<file path="src/rtl/nibble_serial_subtractor.sv">
// nibble_serial_subtractor: WIDTH-bit a-b computed one 4-bit ripple slice per cycle, LSB first
//   clk, rst      : clock, asynchronous active-high reset
//   start, a, b   : request and operands, accepted while idle
//   busy, done    : computing / one-cycle completion pulse
//   diff          : a - b modulo 2^WIDTH
//   borrow        : a < b unsigned
//   overflow      : signed overflow of a - b
module nibble_serial_subtractor #(
  parameter int WIDTH = 8
) (
  input  logic             clk,
  input  logic             rst,
  input  logic             start,
  input  logic [WIDTH-1:0] a,
  input  logic [WIDTH-1:0] b,
  output logic             busy,
  output logic             done,
  output logic [WIDTH-1:0] diff,
  output logic             borrow,
  output logic             overflow
);
  localparam int N  = WIDTH / 4;
  localparam int IW = N > 1 ? $clog2(N) : 1;
  typedef enum logic {IDLE, RUN} state_t;
  state_t           state, state_n;
  logic [IW-1:0]    idx;
  logic             carry, co, last;
  logic [WIDTH-1:0] a_r, b_r;
  logic [3:0]       s;
  assign last = idx == IW'(N - 1);
  // operand copies shift right each slice, so the active nibble is always [3:0]
  always_comb begin
    logic cc;
    cc = carry;
    s  = '0;
    for (int i = 0; i < 4; i++) begin
      s[i] = a_r[i] ^ ~b_r[i] ^ cc;
      cc   = (a_r[i] & ~b_r[i]) | (cc & (a_r[i] ^ ~b_r[i]));
    end
    co = cc;
  end
  always_comb state_n = state == IDLE ? (start ? RUN : IDLE) : (last ? IDLE : RUN);
  always_ff @(posedge clk or posedge rst)
    if (rst) state <= IDLE;
    else state <= state_n;
  always_ff @(posedge clk or posedge rst) begin
    if (rst) begin
      idx      <= '0;
      carry    <= 1'b0;
      a_r      <= '0;
      b_r      <= '0;
      busy     <= 1'b0;
      done     <= 1'b0;
      diff     <= '0;
      borrow   <= 1'b0;
      overflow <= 1'b0;
    end else begin
      done <= 1'b0;
      if (state == IDLE) begin
        if (start) begin
          a_r      <= a;
          b_r      <= b;
          idx      <= '0;
          carry    <= 1'b1;
          busy     <= 1'b1;
          diff     <= '0;
          borrow   <= 1'b0;
          overflow <= 1'b0;
        end
      end else begin
        a_r   <= a_r >> 4;
        b_r   <= b_r >> 4;
        carry <= co;
        idx   <= idx + 1'b1;
        for (int k = 0; k < N; k++)
          if (idx == IW'(k)) diff[4*k +: 4] <= s;
        // on the last slice a_r[3]/b_r[3] are the operand sign bits and s[3] the result sign
        if (last) begin
          idx      <= '0;
          busy     <= 1'b0;
          done     <= 1'b1;
          borrow   <= ~co;
          overflow <= (a_r[3] != b_r[3]) && (s[3] != a_r[3]);
        end
      end
    end
  end
endmodule

</file>
<file path="config.mk">
export PLATFORM = sky130hd
export DESIGN_NAME = nibble_serial_subtractor
export DESIGN_NICKNAME = d
export VERILOG_FILES = /design/src/rtl/nibble_serial_subtractor.sv
export SDC_FILE = /design/constraint.sdc
export NUM_CORES = 1
export LEC_CHECK = 0
export ABC_CLOCK_PERIOD_IN_PS = 6810
export BUFFER_PORTS_ARGS = -buffer_cell sky130_fd_sc_hd__buf_2
export CAP_MARGIN = 20
export CORE_MARGIN = 2
export CORE_UTILIZATION = 25
export DETAILED_ROUTE_END_ITERATION = 10
export SYNTH_ARGS = -nofsm -noshare
export SYNTH_HDL_FRONTEND = slang
export SYNTH_SLANG_ARGS = --single-unit
</file>
<file path="constraint.sdc">
create_clock -name clk -period 6.81 [get_ports clk]
set_input_delay 0 -clock clk [delete_from_list [all_inputs] [get_ports clk]]
set_output_delay 0 -clock clk [all_outputs]
set_load 0.05 [all_outputs]
</file>
Word-level counts from Yosys, hierarchy flattened. Cells that the tools add are included.

$add $sub $neg: 1. Equality and inequality tests: 4. Muxes and demuxes: 24. Bitwise operators: 25. Reduce and logical (&&, ||, !) cells: 4.

Operators with widths (count): $mux 8 (6); $mux 1 (16); $and 1x1->1 (8); $mux 4 (2); $xor 1x1->1 (8); $not 1->1 (5); $or 1x1->1 (4); $reduce_and 2->1 (2); $ne 1x1->1 (2); $ne 2x1->1 const B (1); $ne 2x2->1 const B (1); $reduce_bool 2->1 (1); $add 1x1->1 const B (1); $logic_and 1x1->1 (1).

Register bits: 31. Input port bits: 19. Output and inout port bits: 12. Word-level logic and storage cells: 69.

Depth between registers and ports, before layout. Gate-level depths: netlist of the first run.

Depth after elaboration: 13. Gate-level depth with buffers: 9. Mapped depth without buffers: 9.

Least setup slack after synthesis of the first run. Ideal clock, no wire load.

Path kind: register -> register. From: register b_r[0]. To: register diff[3]. Library setup time: 0.121 ns. Arrival: 2.321 ns. Data required time: 6.689 ns. Path slack: 4.368 ns. Stages on the path, launching flop included: 10. Buffers on the path: 0. Period minus slack after synthesis: 2.442 ns. Path through: dfrtp_1 -> inv_1 -> fa_1 -> inv_1 -> fa_1 -> fa_1 -> inv_1 -> fa_1 -> mux2_4 -> a22o_1.

Word-level cells in the longest chain between the ends: 11.

Ends and longest elaborated chain: from (decl) (line 28) `logic [WIDTH-1:0] a_r, b_r;`; from (signal assigned) (line 72) `b_r <= b_r >> 4;`; $not 1->1 * (line 38) `cc = (a_r[i] & ~b_r[i]) | (cc & (a_r[i] ^ ~b_r[i]));`; $xor 1x1->1 (line 38); $and 1x1->1 (line 38); $or 1x1->1 * (line 38); $and 1x1->1 * (line 38); $or 1x1->1 * (line 38); $and 1x1->1 * (line 38); $or 1x1->1 * (line 38); $xor 1x1->1 * (line 37) `s[i] = a_r[i] ^ ~b_r[i] ^ cc;`; $mux 4 * (line 76) `if (idx == IW'(k)) diff[4*k +: 4] <= s;`; $mux 8 * (line 59) `if (state == IDLE) begin`; to (signal, indexed assignment) (line 76); to (decl) (line 18) `output logic [WIDTH-1:0] diff,`.

Every way passes the cells marked *; elsewhere a longest branch is shown, timed or not. The select of a mux whose other input is x is not followed. A chain may end at the register's enable or synchronous reset.

Final worst setup path of the first run. Same ends and word-level chain as after synthesis.

==> reports/qor.tcl, run 1 <==
set qor(critical_path_class) {reg -> reg}
set qor(setup_viol) 0
set qor(regToRegSetupSlack_ns) 4.29
set qor(maxClockFrequency_ghz) 0.3961
set qor(worst_r2r_path_depth) 9
set qor(path_clk_slew_ns) 0.06
set qor(cpPeakStageDelay_ns) 0.45
set qor(synth-async-reset-ratio_pct) 100.0
set qor(syn_area_sq_um) 1458
set qor(synth_top_area_share_pct) 53.22
set qor(syn_inst) 121
set qor(standby_leakage_power_nw) 0.9186
set qor(wl_um) 2750
set qor(min_delay_path_class) {in -> reg}
set qor(routabilityCongestion) 0.6849
set qor(grt_remaining_overflow) 0
set qor(die_y_um) 80.36
set qor(worstPathMaxFanout) 3
set qor(synthMostInstantiatedCell) {dfrtp_1}
set qor(fin_worst_skew_ns) 0.005916
set qor(required_ns) 6.98
set qor(utilization_pct) 33.13
set qor(wl_cell_um) 11.75
set qor(worstPathCellList) {inv_1, fa_1, inv_1, fa_1, fa_1, inv_1, fa_1, mux2_4, a22o_1}
set qor(grt_max_degree) 37
set qor(postCtsSetupRepairBufs) 0
set qor(tns_ns) 0
set qor(path_delay_family) {adder cells}
set qor(n_fill_cell) 577
set qor(synth_sequential_area_ratio_pct) 53.22
set qor(grt.total_usage_pct) 9.257
set qor(finalMaxSlewViolations) 0
set qor(syn_nets) 145
set qor(area_delta_synth_final_pct) 26.70
set qor(route.antenna.remaining_nets) 0
set qor(endpoint_kind) {flip-flop}
set qor(run_status) {completed}
set qor(synth_warnings) 0
set qor(worstHoldPathCells) 3
set qor(dp.final_hpwl_um) 1887
set qor(worst_path_max_delay_cell) {fa_1}
set qor(first_pass_grt_wire_length_um) 4560
set qor(drt-initial-drc-count) 40
set qor(synth.distinct_cells) 23
set qor(powerDensity_nw_per_um2) 492.7
set qor(port-buffer-count) 30
set qor(syn-mean-instance-area_sq_um) 12.05
set qor(antenna_found_initial) 0
set qor(synth.top_cells.by_count) {dfrtp_1, mux2i_1, nand2_1, nor2_1, o21ai_0}
set qor(synth_flop_cell) {dfrtp_1}
set qor(tritoncts) {yes}
set qor(initial_core_util_pct) 26.15
set qor(max-cap-violations) 0
set qor(floorplan.die.width_um) 80.36
set qor(worst_setup_path_start_kind) {flip-flop}
set qor(clock_sink_count) 31
set qor(clk_latency_ns) 0.27
set qor(synth_largest_area_cell) {dfrtp_1}
set qor(timing.rr.start) {b_r[0]}
set qor(routed_via_density) 4.162
set qor(number_of_synthesized_flops_with_an_enable_pin) 0
set qor(critical_path_depth) 9
set qor(drtPass1Iterations) 4
set qor(fin_nets) 186
set qor(post_route_cells_drive_above_1_share_pct) 25.93
set qor(post-route-drc-count) 0
set qor(cts-root-to-sink-buffers) 2
set qor(final-hold-violation-count) 0
set qor(fp-row-count) 27
set qor(ctsHoldBuffers) 9
set qor(min_delay_worst_endpoint) {b_r[3]}
set qor(crit_path_frequent_cell) {fa_1}
set qor(insertedDiodeCount) 0
set qor(synth_top_cells_by_area) {dfrtp_1, mux2i_1, fa_1}
set qor(min-delay-start) {b[3]}
set qor(irDropWorstVdd_uv) 131.4
set qor(rsz_0062_raised_after_global_routing) {false}
set qor(critPathBufInv) 3
set qor(report.power.total_w) 0.0009100
set qor(number_of_global_route_vias_before_repair) 898
set qor(r2r-end) {diff[3]}
set qor(htree_num_levels) 2
set qor(worst-slew-pin-transition_ns) 0.6033
set qor(period_share_pct) 37.07
set qor(cts_repair_resize_count) 0
set qor(die_area_sq_um) 6458
set qor(post-route-min-period_ns) 2.525
set qor(numCtsBuffers) 5
set qor(synth-seq-cells) 31
set qor(root_buffer) {clkbuf_8}
set qor(maxSlewHeadroom_pct) 59.78
set qor(arr_time_crit_path_ns) 2.69
set qor(core-area_sq_um) 5574
set qor(route.vias.total) 974
set qor(floorplan.io_pins) 31
stage by stage:
stage                     setup WS [ns]  std cells  hold slack, ns  instance area, sq um
after global routing              4.193        234         0.03222                  1847
after CTS                         4.275        233        0.004750                  1819
after global placement            4.319        217          0.1049                  1642
final                             4.285        234        0.009330                  1847
after detailed placement          4.286        217          0.1123                  1642
after floorplan                   4.368        121          0.1035                  1458
registers in the layout, summed over array words and instances (netlist names):
name / count
a_r: 8
state: 1
diff: 8
done: 1
overflow: 1
idx: 1
b_r: 8
borrow: 1
carry: 1
busy: 1
how the worst max path moves through the flow:
stage                      start       to  slack, ns
after floorplan           b_r[0]  diff[3]       4.37
after global routing      b_r[0]  diff[3]       4.19
final                     b_r[0]  diff[3]       4.29
after CTS                 b_r[0]  diff[3]       4.27
after global placement    b_r[0]  diff[3]       4.32
after detailed placement  b_r[0]  diff[3]       4.29
layer usage:
layer  up-vias  part of all wire [%]  GRT usage [%]
met5         -                     0              0
met4         0                  0.95          3.051
met3         5                   6.1          3.371
met2        20                    46          13.25
met1       459                    47          12.86
li1        490                     -              -
tightest hold or removal path, cell delays in order:
cell     delay (ns)
buf_2          0.07
mux2i_1        0.05
o21ai_0        0.12
report_power, final:
group          internal [W]  total [W]  switching, W
sequential         0.000260   0.000321     0.0000617
combinational      0.000189   0.000446      0.000258
clock             0.0000791   0.000142     0.0000631
cell usage in the layout, fill, tap and decap left out:
master | Yosys | layout
buf_2 | 2 | 30
a22o_1 | 4 | 4
inv_1 | 9 | 9
mux2_2 | 1 | 1
dfrtp_1 | 31 | 31
buf_16 | 0 | 1
nand2b_1 | 7 | 7
o21a_1 | 1 | 1
mux2i_1 | 16 | 16
o21ai_0 | 10 | 10
nor2_1 | 10 | 10
clkinv_2 | 0 | 1
o2bb2ai_1 | 3 | 3
a32o_1 | 3 | 3
xor2_1 | 1 | 1
ha_1 | 1 | 1
nand2_1 | 10 | 10
nor2b_1 | 1 | 1
clkbuf_8 | 0 | 6
mux2_4 | 1 | 1
dlygate4sd3_1 | 0 | 9
buf_4 | 1 | 1
mux2i_4 | 1 | 1
fa_1 | 4 | 4
area by class of cell:
| cell class | count | area, sq um | share of cell area [%] |
|---|---|---|---|
| Sequential cell | 31 | 775.7 | 42.01 |
| Multi-Input combinational cell | 74 | 584.3 | 31.64 |
| Timing Repair Buffer | 41 | 275.3 | 14.91 |
| Tap cell | 72 | 90.09 | 4.878 |
| Clock buffer | 6 | 82.58 | 4.472 |
| Inverter | 9 | 33.78 | 1.829 |
| Clock inverter | 1 | 5.005 | 0.2710 |
cells by family (layout without fill, tap and decap cells):
logic type | count (synthesis) | in the layout | synth area share (%)
DFF | 31 | 31 | 53.22
and+or+nand+nor | 28 | 28 | 8.584
AOI/OAI and AO/OA | 21 | 21 | 10.22
muxes | 19 | 19 | 14.33
buffers and inverters | 16 | 57 | 6.695
adders and majority gates | 5 | 5 | 6.352
xor gates and xnor gates | 1 | 1 | 0.6010
(Power assumes the default switching activity.)
==> run 2: changes to the inputs <==
- ABC_CLOCK_PERIOD_IN_PS: 6810 -> 2200
- clock period: 6.81 -> 2.2 ns (I/O delays scaled with it)
==> reports/qor.tcl, run 2 (synthesis gave the netlist of run 1 again) <==
set qor(reg.largest.list) {a_r: 8 flops, b_r: 8 flops, diff: 8 flops}
set qor(utilization_pct) 33.67
set qor(first_pass_grt_wire_length_um) 4650
set qor(die_area_sq_um) 6458
set qor(violations_in_the_final_reports) {negative setup slack}
set qor(numCtsBuffers) 5
set qor(drtPass1Iterations) 4
set qor(required_ns) 2.37
set qor(root_buffer) {clkbuf_8}
set qor(preCtsSetupSlack_ns) -0.2651
set qor(die_y_um) 80.36
set qor(report.power.total_w) 0.002958
set qor(area_delta_synth_final_pct) 28.76
set qor(fp-row-count) 27
set qor(worst-slew-pin-transition_ns) 0.5899
set qor(worstPathMaxFanout) 3
set qor(grt_max_degree) 32
set qor(clk_latency_ns) 0.28
set qor(core-area_sq_um) 5574
set qor(tritoncts) {yes}
set qor(arr_time_crit_path_ns) 2.62
set qor(final_critical_path_setup_slack_ns) -0.2470
set qor(finalMaxSlewViolations) 0
set qor(cts-root-to-sink-buffers) 2
set qor(floorplan.io_pins) 31
set qor(commonest_cells_after_routing_fill_and_taps_aside) {dfrtp_1, buf_2, mux2i_1}
set qor(wl_cell_um) 11.61
set qor(origin_of_the_worst_setup_path) {b_r[0]}
set qor(r2r-end) {diff[3]}
set qor(setup_viol) 2
set qor(timing.rr.start) {b_r[0]}
set qor(worstHoldPathCells) 3
set qor(floorplan.die.width_um) 80.36
set qor(wl_um) 2751
set qor(worst_setup_path_start_kind) {flip-flop}
set qor(standby_leakage_power_nw) 0.9324
set qor(powerDensity_nw_per_um2) 1576
set qor(port-buffer-count) 30
set qor(route.vias.total) 998
set qor(drt-initial-drc-count) 42
set qor(post-route-cell-area_sq_um) 1877
set qor(initial_core_util_pct) 26.15
set qor(min_delay_path_class) {in -> reg}
set qor(worstPathCellList) {inv_1, fa_1, inv_1, fa_2, fa_2, inv_2, fa_1, mux2_4, a22o_1}
set qor(maxSlewHeadroom_pct) 60.67
set qor(n_fill_cell) 581
set qor(cp-endpoint) {diff[3]}
set qor(cts_repair_resize_count) 0
set qor(rsz_0062_raised_after_global_routing) {true}
set qor(routabilityCongestion) 0.7267
set qor(worst_r2r_path_depth) 9
set qor(finalNonFillerCells) 237
set qor(post-route-min-period_ns) 2.447
set qor(critical_path_class) {reg -> reg}
set qor(postPlaceCellArea_sq_um) 1662
set qor(final_common_cell) {dfrtp_1}
set qor(run_status) {finished with violations}
set qor(path_clk_slew_ns) 0.07
set qor(regToRegSetupSlack_ns) -0.25
set qor(cpPeakStageDelay_ns) 0.45
set qor(placedCellCount) 219
set qor(max-cap-violations) 0
set qor(number_of_global_route_vias_before_repair) 963
set qor(maxClockFrequency_ghz) 0.4087
set qor(grt.total_usage_pct) 9.566
set qor(route.antenna.remaining_nets) 0
set qor(clock_sink_count) 31
set qor(dp.final_hpwl_um) 1937
set qor(fin_worst_skew_ns) 0.006176
set qor(htree_num_levels) 2
set qor(insertedDiodeCount) 0
set qor(antenna_found_initial) 0
set qor(post_route_cells_drive_above_1_share_pct) 29.09
set qor(endpoint_kind) {flip-flop}
set qor(post-route-drc-count) 0
set qor(final-hold-violation-count) 0
set qor(routed_via_density) 4.211
set qor(grt_remaining_overflow) 0
set qor(fin_nets) 188
set qor(worst_path_max_delay_cell) {fa_1}
set qor(period_share_pct) 111.2
set qor(irDropWorstVdd_uv) 478.2
run 2: per-layer routing:
layer | GRT usage (%) | share of wire [%] | up-vias
li1 | - | - | 497
met4 | 4.068 | 1.4 | 0
met2 | 14.92 | 47 | 20
met3 | 3.258 | 5.2 | 6
met5 | 0 | 0 | -
met1 | 12.02 | 46 | 475
run 2: what timing repair did:
action                                 CTS  global route
hold buffers                             9             0
buffers inserted                         0             1
pin swaps                                1             0
setup endpoints to repair                3             3
endpoints found under the hold margin   39             0
run 2: worst min-delay path by stage:
stage                     from  endpoint
final                     a[1]    a_r[1]
after global routing      b[0]    b_r[0]
after CTS                 a[1]    a_r[1]
after detailed placement   rst    b_r[3]
after global placement     rst    b_r[7]
after floorplan            rst    a_r[0]
run 2: power by group:
part	switching [W]	internal [W]	total, W
clock network	0.000211	0.000366	0.000577
logic	0.000807	0.000584	0.00139
registers	0.000186	0.000803	0.000989
total	0.00120	0.00175	0.00296
run 2: final cells by class:
| type | count | area (sq um) | area share [%] |
|---|---|---|---|
| Sequential cell | 31 | 775.7 | 41.33 |
| Multi-Input combinational cell | 74 | 589.3 | 31.40 |
| Tap cell | 72 | 90.09 | 4.800 |
| Timing Repair Buffer | 43 | 270.3 | 14.40 |
| Clock buffer | 6 | 82.58 | 4.400 |
| Clock inverter | 2 | 35.03 | 1.867 |
| Inverter | 9 | 33.78 | 1.800 |
run 2: through the flow:
step           TNS [ns]  hold slack, ns
2_1_floorplan   -0.2673          0.1035
3_3_place_gp    -0.3446          0.1028
3_5_place_dp    -0.4386          0.1102
4_1_cts         -0.4092        0.006784
5_1_grt         -0.6232         0.03996
6_report        -0.3956         0.01138
run 2: worst max-delay path, delay by kind of cell (launching register included):
| family | cells | cell delay, ns |
|---|---|---|
| AOI/OAI and AO/OA | 1 | 0.22 |
| muxes | 1 | 0.29 |
| DFF | 1 | 0.38 |
| buffers and inverters | 3 | 0.18 |
| adders and majority gates | 4 | 1.27 |
==> run 3: changes to the inputs <==
- SETUP_SLACK_MARGIN: unset -> 0.1
- SKIP_CTS_REPAIR_TIMING: unset -> 1
==> reports/qor.tcl, run 3 (synthesis gave the netlist of run 1 again) <==
set qor(p_clk_share_pct) 15.5
set qor(finalMaxSlewViolations) 0
set qor(worst-slew-pin-transition_ns) 0.6106
set qor(initial_core_util_pct) 26.15
set qor(standby_leakage_power_nw) 0.8995
set qor(worstPathMaxFanout) 3
set qor(max-cap-violations) 0
set qor(period_share_pct) 110.0
set qor(report.power.total_w) 0.002834
set qor(insertedDiodeCount) 0
set qor(critical_path_class) {reg -> reg}
set qor(die_area_sq_um) 6458
set qor(net_switching_power_figure_w) 0.001221
set qor(worst_setup_path_start_kind) {flip-flop}
set qor(post-route-drc-count) 0
set qor(dp.final_hpwl_um) 2050
set qor(path_clk_slew_ns) 0.08
set qor(rsz_0062_raised_after_global_routing) {true}
set qor(power.share.combinational_pct) 49.5
set qor(cts-root-to-sink-buffers) 2
set qor(numCtsBuffers) 5
set qor(drtPass1Iterations) 4
set qor(clk_latency_ns) 0.28
set qor(critPathBufInv) 3
set qor(grt.total_usage_pct) 9.843
set qor(area_delta_synth_final_pct) 24.55
set qor(violations_in_the_final_reports) {negative hold slack, negative setup slack}
set qor(tns_ns) -0.3246
set qor(maxSlewHeadroom_pct) 59.29
set qor(irDropWorstVdd_uv) 610.4
set qor(fin_nets) 185
set qor(routabilityCongestion) 0.7131
set qor(clock_sink_count) 31
set qor(min_delay_path_class) {in -> reg}
set qor(final_common_cell) {dfrtp_1}
set qor(floorplan.die.width_um) 80.36
set qor(port-buffer-count) 30
set qor(fin_worst_skew_ns) 0.01018
set qor(power_report.internal_total_w) 0.001613
set qor(wl_cell_um) 11.93
set qor(p_seq_share_pct) 35.0
set qor(floorplan.io_pins) 31
set qor(post_route_cells_drive_above_1_share_pct) 30.25
set qor(first_pass_grt_wire_length_um) 4802
set qor(final_critical_path_setup_slack_ns) -0.2209
set qor(tritoncts) {yes}
set qor(antenna_found_initial) 0
set qor(path_delay_family) {adder cells}
set qor(worstPathCellList) {inv_1, fa_1, inv_1, fa_2, fa_2, inv_2, fa_1, mux2_4, a22o_1}
set qor(core-area_sq_um) 5574
set qor(routed_via_density) 4.303
set qor(die_y_um) 80.36
set qor(cpPeakStageDelay_ns) 0.44
set qor(worst_path_max_delay_cell) {fa_1}
set qor(endpoint_kind) {flip-flop}
set qor(reg.largest.list) {a_r: 8 flops, b_r: 8 flops, diff: 8 flops}
set qor(drt-initial-drc-count) 91
set qor(htree_num_levels) 2
set qor(powerDensity_nw_per_um2) 1561
set qor(route.antenna.remaining_nets) 0
set qor(route.vias.total) 1007
set qor(arr_time_crit_path_ns) 2.60
set qor(number_of_global_route_vias_before_repair) 964
set qor(final-hold-violation-count) 4
set qor(post-route-min-period_ns) 2.421
set qor(commonest_cells_after_routing_fill_and_taps_aside) {dfrtp_1, buf_2, mux2i_1}
set qor(required_ns) 2.38
set qor(maxClockFrequency_ghz) 0.4131
set qor(root_buffer) {clkbuf_8}
set qor(finalHoldWorstSlack_ns) -0.03454
set qor(setup_viol) 2
set qor(power.switching_fraction_pct) 43.07
set qor(fp-row-count) 27
set qor(grt_max_degree) 32
set qor(grt_remaining_overflow) 0
set qor(wl_um) 2791
set qor(run_status) {finished with violations}
-- run 3: cell types whose count changed in the layout (fill, tap and decap cells not counted) --
| cell | before | now |
|---|---|---|
| clkinvlp_4 | 0 | 2 |
| bufinv_16 | 1 | 0 |
| dlygate4sd3_1 | 9 | 5 |
| clkbuf_8 | 6 | 5 |
| buf_4 | 4 | 5 |
-- run 3: path summary, 6_finish.rpt --
path	startpoint	to	slack, ns	cells past startpoint
worst max-delay path	b_r[0]	diff[3]	-0.22	9
worst min-delay path	a[7]	a_r[7]	-0.03	3
worst max register to register	b_r[0]	diff[3]	-0.22	9
worst min register to register	a_r[4]	a_r[0]	0.48	2
max in group asynchronous	rst	a_r[4]	1.57	4
min in group asynchronous	rst	borrow	0.33	4
-- run 3: stage by stage --
stage | instance area (sq um) | std cells | worst slack [ns] | util [%] | hold WS (ns)
floorplan | 1463 | 121 | -0.1809 | - | 0.1035
global placement | 1669 | 220 | -0.2227 | 29.94 | 0.1080
detailed placement | 1669 | 220 | -0.2456 | 29.94 | 0.1114
CTS | 1758 | 228 | -0.2412 | 31.54 | -0.2000
global route | 1815 | 234 | -0.2860 | 32.57 | 0.0007390
finish | 1815 | 234 | -0.2209 | 32.57 | -0.03454
-- run 3: tightest hold or removal path, stage by stage --
cell and delay (ns):
buf_2 0.07, mux2i_1 0.05, nor2_1 0.07
-- run 3: layout make-up --
type / count / area [sq um]
fill: 582 / 3759
clock inverter: 3 / 20.02
timing repair buffer: 40 / 237.7
inverter: 9 / 33.78
sequential: 31 / 775.7
tap: 72 / 90.09
multi-input combinational: 74 / 589.3
clock buffer: 5 / 68.82
-- run 3: power by group through the flow --
stage | Combinational, W | Sequential (W) | Clock, W
after CTS | 0.00141 | 0.00100 | 0.000458
after global routing | 0.00155 | 0.00104 | 0.000491
final | 0.00140 | 0.000993 | 0.000439
after global placement | 0.00138 | 0.00101 | 0
after floorplan | 0.000868 | 0.00123 | 0
after detailed placement | 0.00140 | 0.00101 | 0
-- run 3: metal layers --
| layer | vias up | global-route usage (%) | wire length [um] |
|---|---|---|---|
| met1 | 493 | 13.49 | 1320 |
| li1 | 487 | - | - |
| met2 | 22 | 14.58 | 1305 |
| met4 | 0 | 4.068 | 35 |
| met5 | - | 0 | 0 |
| met3 | 5 | 2.697 | 129 |
